$ cat src/rtl/sdram_pkg.sv
// Shared SDRAM definitions: command encodings, address bit positions, mode-register helpers
// and the init sequencer state type. Also used by the refresh and read/write controllers.
package sdram_pkg;

    // {cs_n, ras_n, cas_n, we_n}
    typedef logic [3:0] sdram_cmd_t;

    localparam sdram_cmd_t CMD_NOP  = 4'b0111;
    localparam sdram_cmd_t CMD_PRE  = 4'b0010;
    localparam sdram_cmd_t CMD_AREF = 4'b0001;
    localparam sdram_cmd_t CMD_MRS  = 4'b0000;

    // A10 high during PRECHARGE selects all banks
    localparam int A10_IDX = 10;

    localparam logic [2:0] BL_1 = 3'd0;
    localparam logic [2:0] BL_2 = 3'd1;
    localparam logic [2:0] BL_4 = 3'd2;
    localparam logic [2:0] BL_8 = 3'd3;
    localparam logic       BT_SEQ   = 1'b0;
    localparam logic       BT_INTLV = 1'b1;

    typedef enum logic [2:0] {
        ST_WAIT_PU,
        ST_PRE,
        ST_W_RP,
        ST_AREF,
        ST_W_RFC,
        ST_MRS,
        ST_W_MRD,
        ST_DONE
    } init_state_t;

    // Standard JEDEC mode register layout: [9] write burst, [6:4] CL, [3] BT, [2:0] BL
    function automatic logic [11:0] mode_word(input logic [2:0] cas_lat,
                                              input logic       burst_type,
                                              input logic [2:0] burst_len,
                                              input logic       single_wr);
        return {2'b00, single_wr, 2'b00, cas_lat, burst_type, burst_len};
    endfunction

    function automatic int max4(input int a, input int b, input int c, input int d);
        int m;
        m = a;
        if (b > m) m = b;
        if (c > m) m = c;
        if (d > m) m = d;
        return m;
    endfunction

endpackage

$ cat src/rtl/sdram_init_ctrl_if.sv
// Bus between the init sequencer (master) and the SDRAM command arbiter (slave).
interface sdram_init_ctrl_if #(
    parameter int ADDR_W = 12,
    parameter int BA_W   = 2
);
    logic                   init_req;
    sdram_pkg::sdram_cmd_t  cmd;
    logic [ADDR_W-1:0]      sdram_addr;
    logic [BA_W-1:0]        sdram_ba;
    logic                   init_busy;
    logic                   init_done;
    logic                   init_done_p;

    modport master (
        input  init_req,
        output cmd, sdram_addr, sdram_ba, init_busy, init_done, init_done_p
    );

    modport slave (
        output init_req,
        input  cmd, sdram_addr, sdram_ba, init_busy, init_done, init_done_p
    );
endinterface

$ cat src/rtl/sdram_wait_cnt.sv
// Loadable down-counter with a zero flag; holds at zero until reloaded.
module sdram_wait_cnt #(
    parameter int           W       = 8,
    parameter logic [W-1:0] RST_VAL = '0
) (
    input  logic         clk,
    input  logic         rstn,
    input  logic         load,
    input  logic [W-1:0] load_val,
    output logic         zero
);

    logic [W-1:0] cnt_q;
    logic [W-1:0] cnt_d;

    always_comb begin
        cnt_d = cnt_q;
        if (load) begin
            cnt_d = load_val;
        end else if (cnt_q != '0) begin
            cnt_d = cnt_q - W'(1);
        end
    end

    always_ff @(posedge clk or negedge rstn) begin
        if (!rstn) begin
            cnt_q <= RST_VAL;
        end else begin
            cnt_q <= cnt_d;
        end
    end

    assign zero = (cnt_q == '0);

endmodule

$ cat src/rtl/sdram_init_ctrl.sv
// SDRAM power-up / re-init sequencer: power-up wait, PRECHARGE-ALL, AREF_NUM x AUTO-REFRESH,
// LOAD MODE REGISTER, then hands the bus to the arbiter and waits for a re-init request.
module sdram_init_ctrl
    import sdram_pkg::*;
#(
    parameter int          T_POWERUP = 10000,
    parameter int          T_RP      = 2,
    parameter int          T_RFC     = 7,
    parameter int          T_MRD     = 2,
    parameter int          AREF_NUM  = 2,
    parameter int          ADDR_W    = 12,
    parameter int          BA_W      = 2,
    parameter logic [31:0] MODE_VAL  = 32'(mode_word(3'd3, BT_SEQ, BL_4, 1'b0))
) (
    input  logic              clk,
    input  logic              rstn,
    sdram_init_ctrl_if.master bus
);

    localparam int CNT_W = $clog2(max4(T_POWERUP, T_RFC, T_RP, T_MRD) + 1);
    localparam int REF_W = $clog2(AREF_NUM + 1);

    localparam logic [CNT_W-1:0]  PU_LOAD   = CNT_W'(T_POWERUP - 1);
    localparam logic [CNT_W-1:0]  RP_LOAD   = CNT_W'(T_RP - 1);
    localparam logic [CNT_W-1:0]  RFC_LOAD  = CNT_W'(T_RFC - 1);
    localparam logic [CNT_W-1:0]  MRD_LOAD  = CNT_W'(T_MRD - 1);
    localparam logic [REF_W-1:0]  AREF_LIM  = REF_W'(AREF_NUM);
    localparam logic [ADDR_W-1:0] MODE_ADDR = ADDR_W'(MODE_VAL);

    if (T_POWERUP < 1 || T_RP < 1 || T_RFC < 1 || T_MRD < 1) begin : g_bad_timing
        $error("sdram_init_ctrl: every T_* parameter must be at least 1");
    end
    if (AREF_NUM < 1) begin : g_bad_aref
        $error("sdram_init_ctrl: AREF_NUM must be at least 1");
    end
    if (ADDR_W < 11) begin : g_bad_addr
        $error("sdram_init_ctrl: ADDR_W must be at least 11 to reach A10");
    end

    init_state_t       state_q, state_d;
    logic [REF_W-1:0]  ref_cnt_q, ref_cnt_d;
    sdram_cmd_t        cmd_q, cmd_d;
    logic [ADDR_W-1:0] addr_q, addr_d;
    logic              busy_q, busy_d;
    logic              done_q, done_d;
    logic              done_p_q, done_p_d;

    logic              cnt_load;
    logic [CNT_W-1:0]  cnt_load_val;
    logic              cnt_zero;
    logic              reinit;

    // The reset value of the counter is the power-up wait, so WAIT_PU needs no explicit load
    sdram_wait_cnt #(
        .W       (CNT_W),
        .RST_VAL (PU_LOAD)
    ) u_wait_cnt (
        .clk      (clk),
        .rstn     (rstn),
        .load     (cnt_load),
        .load_val (cnt_load_val),
        .zero     (cnt_zero)
    );

    // A request only counts once init_done is visible to the arbiter
    assign reinit = done_q && bus.init_req;

    always_comb begin
        state_d      = state_q;
        ref_cnt_d    = ref_cnt_q;
        cnt_load     = 1'b0;
        cnt_load_val = '0;
        unique case (state_q)
            ST_WAIT_PU: begin
                if (cnt_zero) begin
                    state_d   = ST_PRE;
                    ref_cnt_d = '0;
                end
            end
            ST_PRE: begin
                state_d      = ST_W_RP;
                cnt_load     = 1'b1;
                cnt_load_val = RP_LOAD;
            end
            ST_W_RP: begin
                if (cnt_zero) state_d = ST_AREF;
            end
            ST_AREF: begin
                state_d      = ST_W_RFC;
                ref_cnt_d    = ref_cnt_q + REF_W'(1);
                cnt_load     = 1'b1;
                cnt_load_val = RFC_LOAD;
            end
            ST_W_RFC: begin
                if (cnt_zero) begin
                    state_d = (ref_cnt_q < AREF_LIM) ? ST_AREF : ST_MRS;
                end
            end
            ST_MRS: begin
                state_d      = ST_W_MRD;
                cnt_load     = 1'b1;
                cnt_load_val = MRD_LOAD;
            end
            ST_W_MRD: begin
                if (cnt_zero) state_d = ST_DONE;
            end
            ST_DONE: begin
                if (reinit) begin
                    state_d   = ST_PRE;
                    ref_cnt_d = '0;
                end
            end
            default: state_d = ST_WAIT_PU;
        endcase
    end

    // Outputs are registered from the current state, so each command occupies exactly one cycle
    always_comb begin
        cmd_d  = CMD_NOP;
        addr_d = '0;
        unique case (state_q)
            ST_PRE: begin
                cmd_d           = CMD_PRE;
                addr_d[A10_IDX] = 1'b1;
            end
            ST_AREF: cmd_d = CMD_AREF;
            ST_MRS: begin
                cmd_d  = CMD_MRS;
                addr_d = MODE_ADDR;
            end
            default: ;
        endcase
        done_d   = (state_q == ST_DONE) && !reinit;
        busy_d   = !done_d;
        done_p_d = done_d && !done_q;
    end

    always_ff @(posedge clk or negedge rstn) begin
        if (!rstn) begin
            state_q   <= ST_WAIT_PU;
            ref_cnt_q <= '0;
            cmd_q     <= CMD_NOP;
            addr_q    <= '0;
            busy_q    <= 1'b1;
            done_q    <= 1'b0;
            done_p_q  <= 1'b0;
        end else begin
            state_q   <= state_d;
            ref_cnt_q <= ref_cnt_d;
            cmd_q     <= cmd_d;
            addr_q    <= addr_d;
            busy_q    <= busy_d;
            done_q    <= done_d;
            done_p_q  <= done_p_d;
        end
    end

    assign bus.cmd         = cmd_q;
    assign bus.sdram_addr  = addr_q;
    assign bus.sdram_ba    = '0;
    assign bus.init_busy   = busy_q;
    assign bus.init_done   = done_q;
    assign bus.init_done_p = done_p_q;

endmodule

$ cat src/flat_wrapper.sv
// flat-port wrapper written by rule: the top's interface ports become plain ports
module sdram_init_ctrl_flat import sdram_pkg::*;
#(
    parameter int          T_POWERUP = 10000,
    parameter int          T_RP      = 2,
    parameter int          T_RFC     = 7,
    parameter int          T_MRD     = 2,
    parameter int          AREF_NUM  = 2,
    parameter int          ADDR_W    = 12,
    parameter int          BA_W      = 2,
    parameter logic [31:0] MODE_VAL  = 32'(mode_word(3'd3, BT_SEQ, BL_4, 1'b0))
)
  (clk, rstn, bus_init_req, bus_cmd, bus_sdram_addr, bus_sdram_ba, bus_init_busy, bus_init_done, bus_init_done_p);
  sdram_init_ctrl_if #(.ADDR_W(ADDR_W), .BA_W(BA_W)) bus_i ();
  input  logic clk;
  input  logic rstn;
  input wire logic [$bits(bus_i.init_req)-1:0] bus_init_req;
  output wire logic [$bits(bus_i.cmd)-1:0] bus_cmd;
  output wire logic [$bits(bus_i.sdram_addr)-1:0] bus_sdram_addr;
  output wire logic [$bits(bus_i.sdram_ba)-1:0] bus_sdram_ba;
  output wire logic [$bits(bus_i.init_busy)-1:0] bus_init_busy;
  output wire logic [$bits(bus_i.init_done)-1:0] bus_init_done;
  output wire logic [$bits(bus_i.init_done_p)-1:0] bus_init_done_p;
  assign bus_i.init_req = bus_init_req;
  assign bus_cmd = bus_i.cmd;
  assign bus_sdram_addr = bus_i.sdram_addr;
  assign bus_sdram_ba = bus_i.sdram_ba;
  assign bus_init_busy = bus_i.init_busy;
  assign bus_init_done = bus_i.init_done;
  assign bus_init_done_p = bus_i.init_done_p;
  sdram_init_ctrl #(.T_POWERUP(T_POWERUP), .T_RP(T_RP), .T_RFC(T_RFC), .T_MRD(T_MRD), .AREF_NUM(AREF_NUM), .ADDR_W(ADDR_W), .BA_W(BA_W), .MODE_VAL(MODE_VAL)) u_core (.clk(clk), .rstn(rstn), .bus(bus_i));
endmodule
$ cat config.mk
export PLATFORM = sky130hd
export DESIGN_NAME = sdram_init_ctrl_flat
export DESIGN_NICKNAME = d
export VERILOG_FILES = /design/src/rtl/sdram_pkg.sv /design/src/rtl/sdram_init_ctrl_if.sv /design/src/rtl/sdram_wait_cnt.sv /design/src/rtl/sdram_init_ctrl.sv /design/src/flat_wrapper.sv
export SDC_FILE = /design/constraint.sdc
export NUM_CORES = 1
export LEC_CHECK = 0
export CORE_ASPECT_RATIO = 1.2
export CORE_MARGIN = 5
export CORE_UTILIZATION = 30
export DETAILED_ROUTE_END_ITERATION = 12
export HOLD_SLACK_MARGIN = 0.03
export PLACE_DENSITY_LB_ADDON = 0.2
export SETUP_SLACK_MARGIN = 0.15
export SYNTH_ARGS = -nofsm -noshare
export SYNTH_HDL_FRONTEND = slang
export SYNTH_SLANG_ARGS = --single-unit
$ cat constraint.sdc
create_clock -name clk -period 2.27 [get_ports clk]
set_input_delay 0.227 -clock clk [delete_from_list [all_inputs] [get_ports clk]]
set_output_delay 0.227 -clock clk [all_outputs]
set_load 0.03 [all_outputs]
==> metrics, run 1 <==
run status finished clean; largest net degree at the start of global routing 28; crit share post-route 0.8898; IR drop worst, VDD 512.0 uV; num ports 24; Syn Std Cell Area 1391 sq um; Starting Density 0.3051; clock insertion delay at the later pin of the skew report 0.27 ns; sw frac 0.3837; num rows 27; Post-DRT Antenna Nets 0; final setup fails 0; clk buf depth 2; sequential cell fraction of total power 0.490; Worst setup EP type flip-flop; Synth Area in XOR/XNOR 0.03147; max incr delay on CP 0.57 ns; Leak Pwr 0.6876 nW; die height 84.60 um; synth warn 0; vias 1043; required time worst endpoint 2.48 ns; Root Buffer clkbuf_8; Total Neg Setup Slack 0 ns; CP delay by family, top flip-flops; remaining global-route overflow 0; Critical Path AT 2.23 ns; mux contribution to synthesized area 0.02158; Hold WS 0.3261 ns; Worst Clk Skew 0.002526 ns; CTS tree yes; cell breakdown of the critical path inv_1, ha_1, nor3b_1, a211o_1, buf_4, or3_1, a21oi_1; fin nets 162; register area share after synthesis 0.4964; initial antenna violation count 0; Avg Cell Area, Syn 9.868 sq um; DRT iter0 DRCs 49; Avg Vias per Cell 4.851; max-slew violations 0; RSZ-0062 raised after global routing no; wire length per cell 13.39 um; Total GRT Usage 0.09788; Tightest Hold Check Type in2async; power share of the clock group 0.151; P per Cell Area 1132 nW/um^2; first-pass GRT wire length 4.788 mm; Post-route DRC 0; vias in the first global route 1028; area share of fa/ha/maj cells after synthesis 0.008993; antenna cell count 0; Switch Pwr 0.6997 mW; maximum clock frequency 495.1 MHz; placed insts 209; Cells after Synth 141; # H-tree levels 1; CP max FO 6; CP Buf/Inv Count 2; Clock transition at path regs 0.09 ns; complex-gate fraction of the synthesized area 0.1340; synth-to-layout area growth 15.83%; DRT Wirelength 2.878 mm; GPL Wtd Cong 0.7951; clock sink count 27; total CTS buffers 3; final cell count without fillers 215; Simple-Gate Fraction of Synth Area 0.2023; Crit Path Category reg2reg; Crit-path slowest cell dfstp_2; Tmin final 2.020 ns; Die W 72.17 um; core box area 4561 sq um; maxcap violations 0; Yosys cell types 41; share of layout cells above drive strength 1 0.1720; Logic pwr share 0.359; DRT Pass-1 Iters 4; crit start category flip-flop; Port Buf Inserts 12; Power Internal 1.124 mW; Hold Violations, Final 0; Synth Register Bits 27; Final HPWL DP 2.074 mm; filler cell count in the final layout 485; largest family of logic cells by synthesized area simple AND/OR/NAND/NOR gates; die area 6105 sq um
[layout by cell type (no fill, tap or decap), types with 2 or more instances in the layout]
cell / netlist / final
clkdlybuf4s50_1: 0 / 12
nor4_1: 5 / 5
dfrtp_1: 15 / 15
nand2_1: 9 / 9
dfstp_2: 12 / 12
mux2i_1: 3 / 3
o31ai_1: 3 / 3
o21ai_0: 4 / 4
buf_4: 13 / 7
a211o_1: 2 / 2
or2_2: 2 / 2
or4_1: 5 / 5
o41ai_1: 2 / 2
conb_1: 1 / 11
xnor2_1: 2 / 2
inv_1: 8 / 8
nand2b_1: 2 / 2
a31oi_1: 2 / 2
nor2_1: 11 / 11
a21oi_1: 11 / 11
xor2_1: 3 / 3
clkbuf_8: 0 / 3
nand4_1: 3 / 3
[final timing paths]
check / start / end / slack, ns / cells past startpoint
min reg2reg: u_core.bus.init_done$_DFF_PN0_ / u_core.bus.init_done_p$_DFF_PN0_ / 0.47 / 1
max in group asynchronous: rstn / u_core.bus.cmd[1]$_DFF_PN1_ / 1.65 / 2
min in group clk: u_core.bus.init_done$_DFF_PN0_ / u_core.bus.init_done_p$_DFF_PN0_ / 0.47 / 1
max reg2reg: u_core.u_wait_cnt.cnt_q[0]$_DFFE_PN1P_ / u_core.u_wait_cnt.cnt_q[9]$_DFFE_PN1P_ / 0.25 / 7
min: rstn / u_core.u_wait_cnt.cnt_q[11]$_DFFE_PN0P_ / 0.33 / 2
max: u_core.u_wait_cnt.cnt_q[0]$_DFFE_PN1P_ / u_core.u_wait_cnt.cnt_q[9]$_DFFE_PN1P_ / 0.25 / 7
[synth_stat cells]
cell       count  area, sq um
dfrtp_1       15        375.4
buf_4         13        97.59
dfstp_2       12        315.3
a21oi_1       11        55.05
nor2_1        11        41.29
nand2_1        9        33.78
inv_1          8        30.03
nor4_1         5        31.28
or4_1          5        37.54
o21ai_0        4        20.02
clkbuf_1       3        11.26
mux2i_1        3        30.03
nand4_1        3        18.77
o31ai_1        3        22.52
xor2_1         3        26.28
a211o_1        2        17.52
a31oi_1        2        12.51
nand2b_1       2        12.51
nor3b_1        2        15.01
o41ai_1        2        17.52
or2_2          2        12.51
xnor2_1        2        17.52
a2111oi_0      1        8.760
a211oi_1       1        7.510
a2bb2oi_1      1        8.760
a311oi_1       1        8.760
and2_1         1        6.260
and3_1         1        6.260
buf_1          1        3.750
conb_1         1        3.750
ha_1           1        12.51
nand3_1        1        5.000
nand3b_1       1        7.510
nand4b_1       1        8.760
nor2b_1        1        6.260
nor3_1         1        5.000
o21a_1         1        7.510
or2b_1         1        7.510
or3_1          1        6.260
or3b_2         1        8.760
or4_4          1        11.26
[area by class of cell]
cell class                 instances  area, sq um  area share
sequential                        27        690.7      0.4286
multi-input combinational         99        600.6      0.3727
timing repair buffer              19        172.7      0.1071
tap                               58        72.57     0.04503
clock buffer                       4        45.04     0.02795
inverter                           8        30.03     0.01863
[state kept, by name, indices dropped and copies added (netlist names)]
name	cells
u_core.u_wait_cnt.cnt_q	14
u_core.bus.cmd	3
u_core.state_q	3
u_core.bus.sdram_addr	2
u_core.ref_cnt_q	2
u_core.bus.init_busy	1
u_core.bus.init_done	1
u_core.bus.init_done_p	1
[metrics by stage]
step                      power, mW  worst slack, ns  instance area (sq um)  utilization
final                         1.824           0.2502                   1612       0.3534
after global routing          1.972           0.1612                   1612       0.3534
after CTS                     1.832           0.2015                   1592       0.3490
after detailed placement      1.545           0.2318                   1546       0.3391
after global placement        1.521           0.3089                   1546       0.3391
after floorplan               1.362           0.3787                   1429            -
[power by group through the flow]
stage / sequential, mW / clock, mW / combinational (mW)
floorplan: 0.830 / 0 / 0.532
global placement: 0.887 / 0 / 0.634
detailed placement: 0.897 / 0 / 0.649
CTS: 0.891 / 0.288 / 0.653
global route: 0.920 / 0.307 / 0.744
finish: 0.894 / 0.275 / 0.655
[layer usage]
metal  GRT usage  up-vias  routed length (um)
met5           0        -                   0
met4     0.02564        0                  36
met3     0.02275        4                 117
met2      0.1839       25                1607
met1      0.1072      504                1116
li1            -      510                   -
[repair_timing]
| action | in CTS | in global routing |
|---|---|---|
| hold buffers | 0 | 0 |
| buffers inserted | 0 | 2 |
| endpoints found under the hold margin | 0 | 0 |
| resized for setup | 0 | 1 |
| setup endpoints to repair | 0 | 3 |
[cells by family (layout without fill, tap and decap cells)]
logic type	Yosys count	in the layout
fa+ha+maj	1	1
xor+xnor	5	5
buf+inv	25	31
flops	27	27
simple gates	50	50
compound gates	29	29
mux	3	3
other cells	1	11
No activity file was read; power rests on OpenSTA's default activity.
==> run 2, diff against run 1 <==
CORE_MARGIN = default   (was 5)
RECOVER_POWER = 100   (was default)
==> run 2 against run 1 <==
Against the previous run:
- register-to-register slack got worse by 0.02 ns
- setup slack got worse by 0.017 ns
- wire length decreased by 2.4%
- core utilization increased by 1.2 points
- first-iteration DRC count decreased by 18%
- final cell count decreased by 1.4%
- global-route usage increased by 2.7 points
- via count decreased by 0.67%
- clock power about the same
- highest routed layer unchanged
- combinational power decreased by 2%
- design area decreased by 1.2%
- largest cell class unchanged
- clock skew about the same
==> metrics, run 2 (synthesized netlist as in run 1, its figures left out) <==
sw frac 0.3913 (+0.007641); CP delay by family, top simple AND/OR/NAND/NOR gates; synth-to-layout area growth 14.39%; die area 4915 sq um (-19%); DRT iter0 DRCs 40 (-18%); Top reg by flops u_core.u_wait_cnt.cnt_q; max-slew violations 0 (unchanged); num rows 26 (-3.7%); Worst setup EP type flip-flop; Critical Path AT 2.24 ns (about the same); largest net degree at the start of global routing 28 (unchanged); crit share post-route 0.8971 (+0.007291); clk buf depth 2 (unchanged); Tightest Hold Check Type reg2reg; hold_buf cts 0 (unchanged); worst r2r path cells 6 (-1); worst hold endpoint u_core.bus.init_done_p$_DFF_PN0_; clock sink count 27 (unchanged); # H-tree levels 1 (unchanged); Port Buf Inserts 12 (unchanged); met2 GRT Util 0.2202 (+0.03629); P per Cell Area 1140 nW/um^2 (+0.72%); met1 GRT Util 0.1481 (+0.04094); power share of the clock group 0.151 (about the same); Post-route DRC 0 (unchanged); DRT Pass-1 Iters 4 (unchanged); fin nets 161 (-0.62%); Crit-path slowest cell dfstp_1; maximum clock frequency 491.1 MHz (-0.81%); placed insts 207 (-0.96%); sequential cell fraction of total power 0.495 (+0.005); remaining global-route overflow 0 (unchanged); Crit Path Category reg2reg; Total GRT Usage 0.1251 (+0.02720); Starting Density 0.3192 (+0.01410); num ports 24 (unchanged); Worst-Margin Slew 1.441 ns; max incr delay on CP 0.57 ns (about the same); cell breakdown of the critical path inv_1, ha_1, nor3b_1, a211o_1, or4_1, a21oi_1; crit start category flip-flop; r2r endpoint u_core.u_wait_cnt.cnt_q[11]$_DFFE_PN0P_; DRT Wirelength 2.808 mm (-2.4%); RSZ-0062 raised after global routing no; required time worst endpoint 2.47 ns (about the same); initial antenna violation count 0 (unchanged); number of stages on the worst setup path 6 (-1); Tmin final 2.036 ns (+0.01655 ns); Post-DRT Antenna Nets 0 (unchanged); Min-Delay Path Depth 1; Avg Vias per Cell 4.887 (+0.73%); grt met3 use 0.02844 (+0.005689); run status finished clean; hold path start u_core.bus.init_done$_DFF_PN0_; wire length per cell 13.25 um (-1.1%); Power Internal 1.104 mW (-1.8%); CP Buf/Inv Count 1 (-1); Die W 64.17 um (-11%); filler cell count in the final layout 463 (-4.5%); Total Neg Setup Slack 0 ns (unchanged); final setup fails 0 (unchanged); vias in the first global route 1050 (+2.1%); first-pass GRT wire length 4.892 mm (+2.2%); clock insertion delay at the later pin of the skew report 0.27 ns (about the same); IR drop worst, VDD 509.4 uV (-0.51%); vias 1036 (-0.67%); antenna cell count 0 (unchanged); Worst Clk Skew 0.002964 ns (+0.0004378 ns); gr busiest metal met2; Clock transition at path regs 0.09 ns (about the same); commonest non-fill, non-tap cell in the layout dfrtp_1; Logic pwr share 0.354 (-0.005); slew margin rel. 0.03953; Tot Pwr 1.814 mW (-0.53%); GPL Wtd Cong 0.7409 (-6.8%); Leak Pwr 0.6838 nW (-0.55%); total CTS buffers 3 (unchanged); Root Buffer clkbuf_8; CTS tree yes; Final HPWL DP 2.027 mm (-2.3%); core box area 4359 sq um (-4.4%); maxcap violations 0 (unchanged); CP max FO 7 (+1); Reg2Reg Launch Point u_core.u_wait_cnt.cnt_q[1]$_DFFE_PN1P_; final cell count without fillers 212 (-1.4%); share of layout cells above drive strength 1 0.1474 (-0.02454); Switch Pwr 0.7099 mW (+1.5%); Hold Violations, Final 0 (unchanged); die height 76.60 um (-9.5%); max reg flops 14 (unchanged); reg2reg setup slack 0.23 ns (-0.02 ns); Seq. cell area 690.7 sq um (unchanged); area of the multi-input gates 600.6 sq um (unchanged)
run 2: what timing repair did:
| action | in CTS | in global routing |
|---|---|---|
| buffers inserted | 0 | 1 |
| endpoints found under the setup margin | 0 | 5 |
| gates resized for setup | 0 | 1 |
run 2: final cells by class:
| type | count | area share |
|---|---|---|
| sequential | 27 | 0.4340 |
| multi-input combinational | 99 | 0.3774 |
| timing repair buffer | 18 | 0.09670 |
| tap | 56 | 0.04403 |
| clock buffer | 3 | 0.02594 |
| inverter | 8 | 0.01887 |
| clock inverter | 1 | 0.003145 |
run 2: worst register-to-register path: stages, from the launching register on:
cell and delay [ns]:
dfstp_1 0.57, inv_1 0.09, ha_1 0.24, nor3b_1 0.16
a211o_1 0.33, or4_1 0.42, a21oi_1 0.16
run 2: how the worst max path moves through the flow:
stage	startpoint	slack, ns	to
floorplan	u_core.u_wait_cnt.cnt_q[0]$_DFFE_PN1P_	0.38	u_core.u_wait_cnt.cnt_q[13]$_DFFE_PN1P_
global placement	u_core.u_wait_cnt.cnt_q[0]$_DFFE_PN1P_	0.32	u_core.u_wait_cnt.cnt_q[11]$_DFFE_PN0P_
detailed placement	u_core.u_wait_cnt.cnt_q[1]$_DFFE_PN1P_	0.22	u_core.u_wait_cnt.cnt_q[10]$_DFFE_PN1P_
CTS	u_core.u_wait_cnt.cnt_q[1]$_DFFE_PN1P_	0.19	u_core.ref_cnt_q[0]$_DFFE_PN0P_
global route	u_core.u_wait_cnt.cnt_q[1]$_DFFE_PN1P_	0.11	u_core.ref_cnt_q[0]$_DFFE_PN0P_
finish	u_core.u_wait_cnt.cnt_q[1]$_DFFE_PN1P_	0.23	u_core.u_wait_cnt.cnt_q[11]$_DFFE_PN0P_
run 2: metrics by stage:
step | setup WS, ns | hold slack [ns] | util | instance area (sq um)
floorplan | 0.3787 | -0.06859 | - | 1429
global placement | 0.3247 | 0.4475 | 0.3542 | 1544
detailed placement | 0.2247 | 0.4490 | 0.3542 | 1544
CTS | 0.1937 | 0.3350 | 0.3648 | 1590
global route | 0.1145 | 0.4903 | 0.3651 | 1592
finish | 0.2336 | 0.4584 | 0.3651 | 1592
run 2: power by group through the flow:
| stage | registers, mW | clock network [mW] | logic [mW] |
|---|---|---|---|
| 6_report | 0.898 | 0.275 | 0.642 |
| 5_1_grt | 0.925 | 0.299 | 0.730 |
| 4_1_cts | 0.890 | 0.284 | 0.657 |
| 3_5_place_dp | 0.896 | 0 | 0.652 |
| 3_3_place_gp | 0.887 | 0 | 0.634 |
| 2_1_floorplan | 0.830 | 0 | 0.532 |
run 2: layer usage:
metal	part of all wire	routed length, um
met5	0	0
met1	0.42	1186
met4	0.012	34
met2	0.53	1498
met3	0.032	89
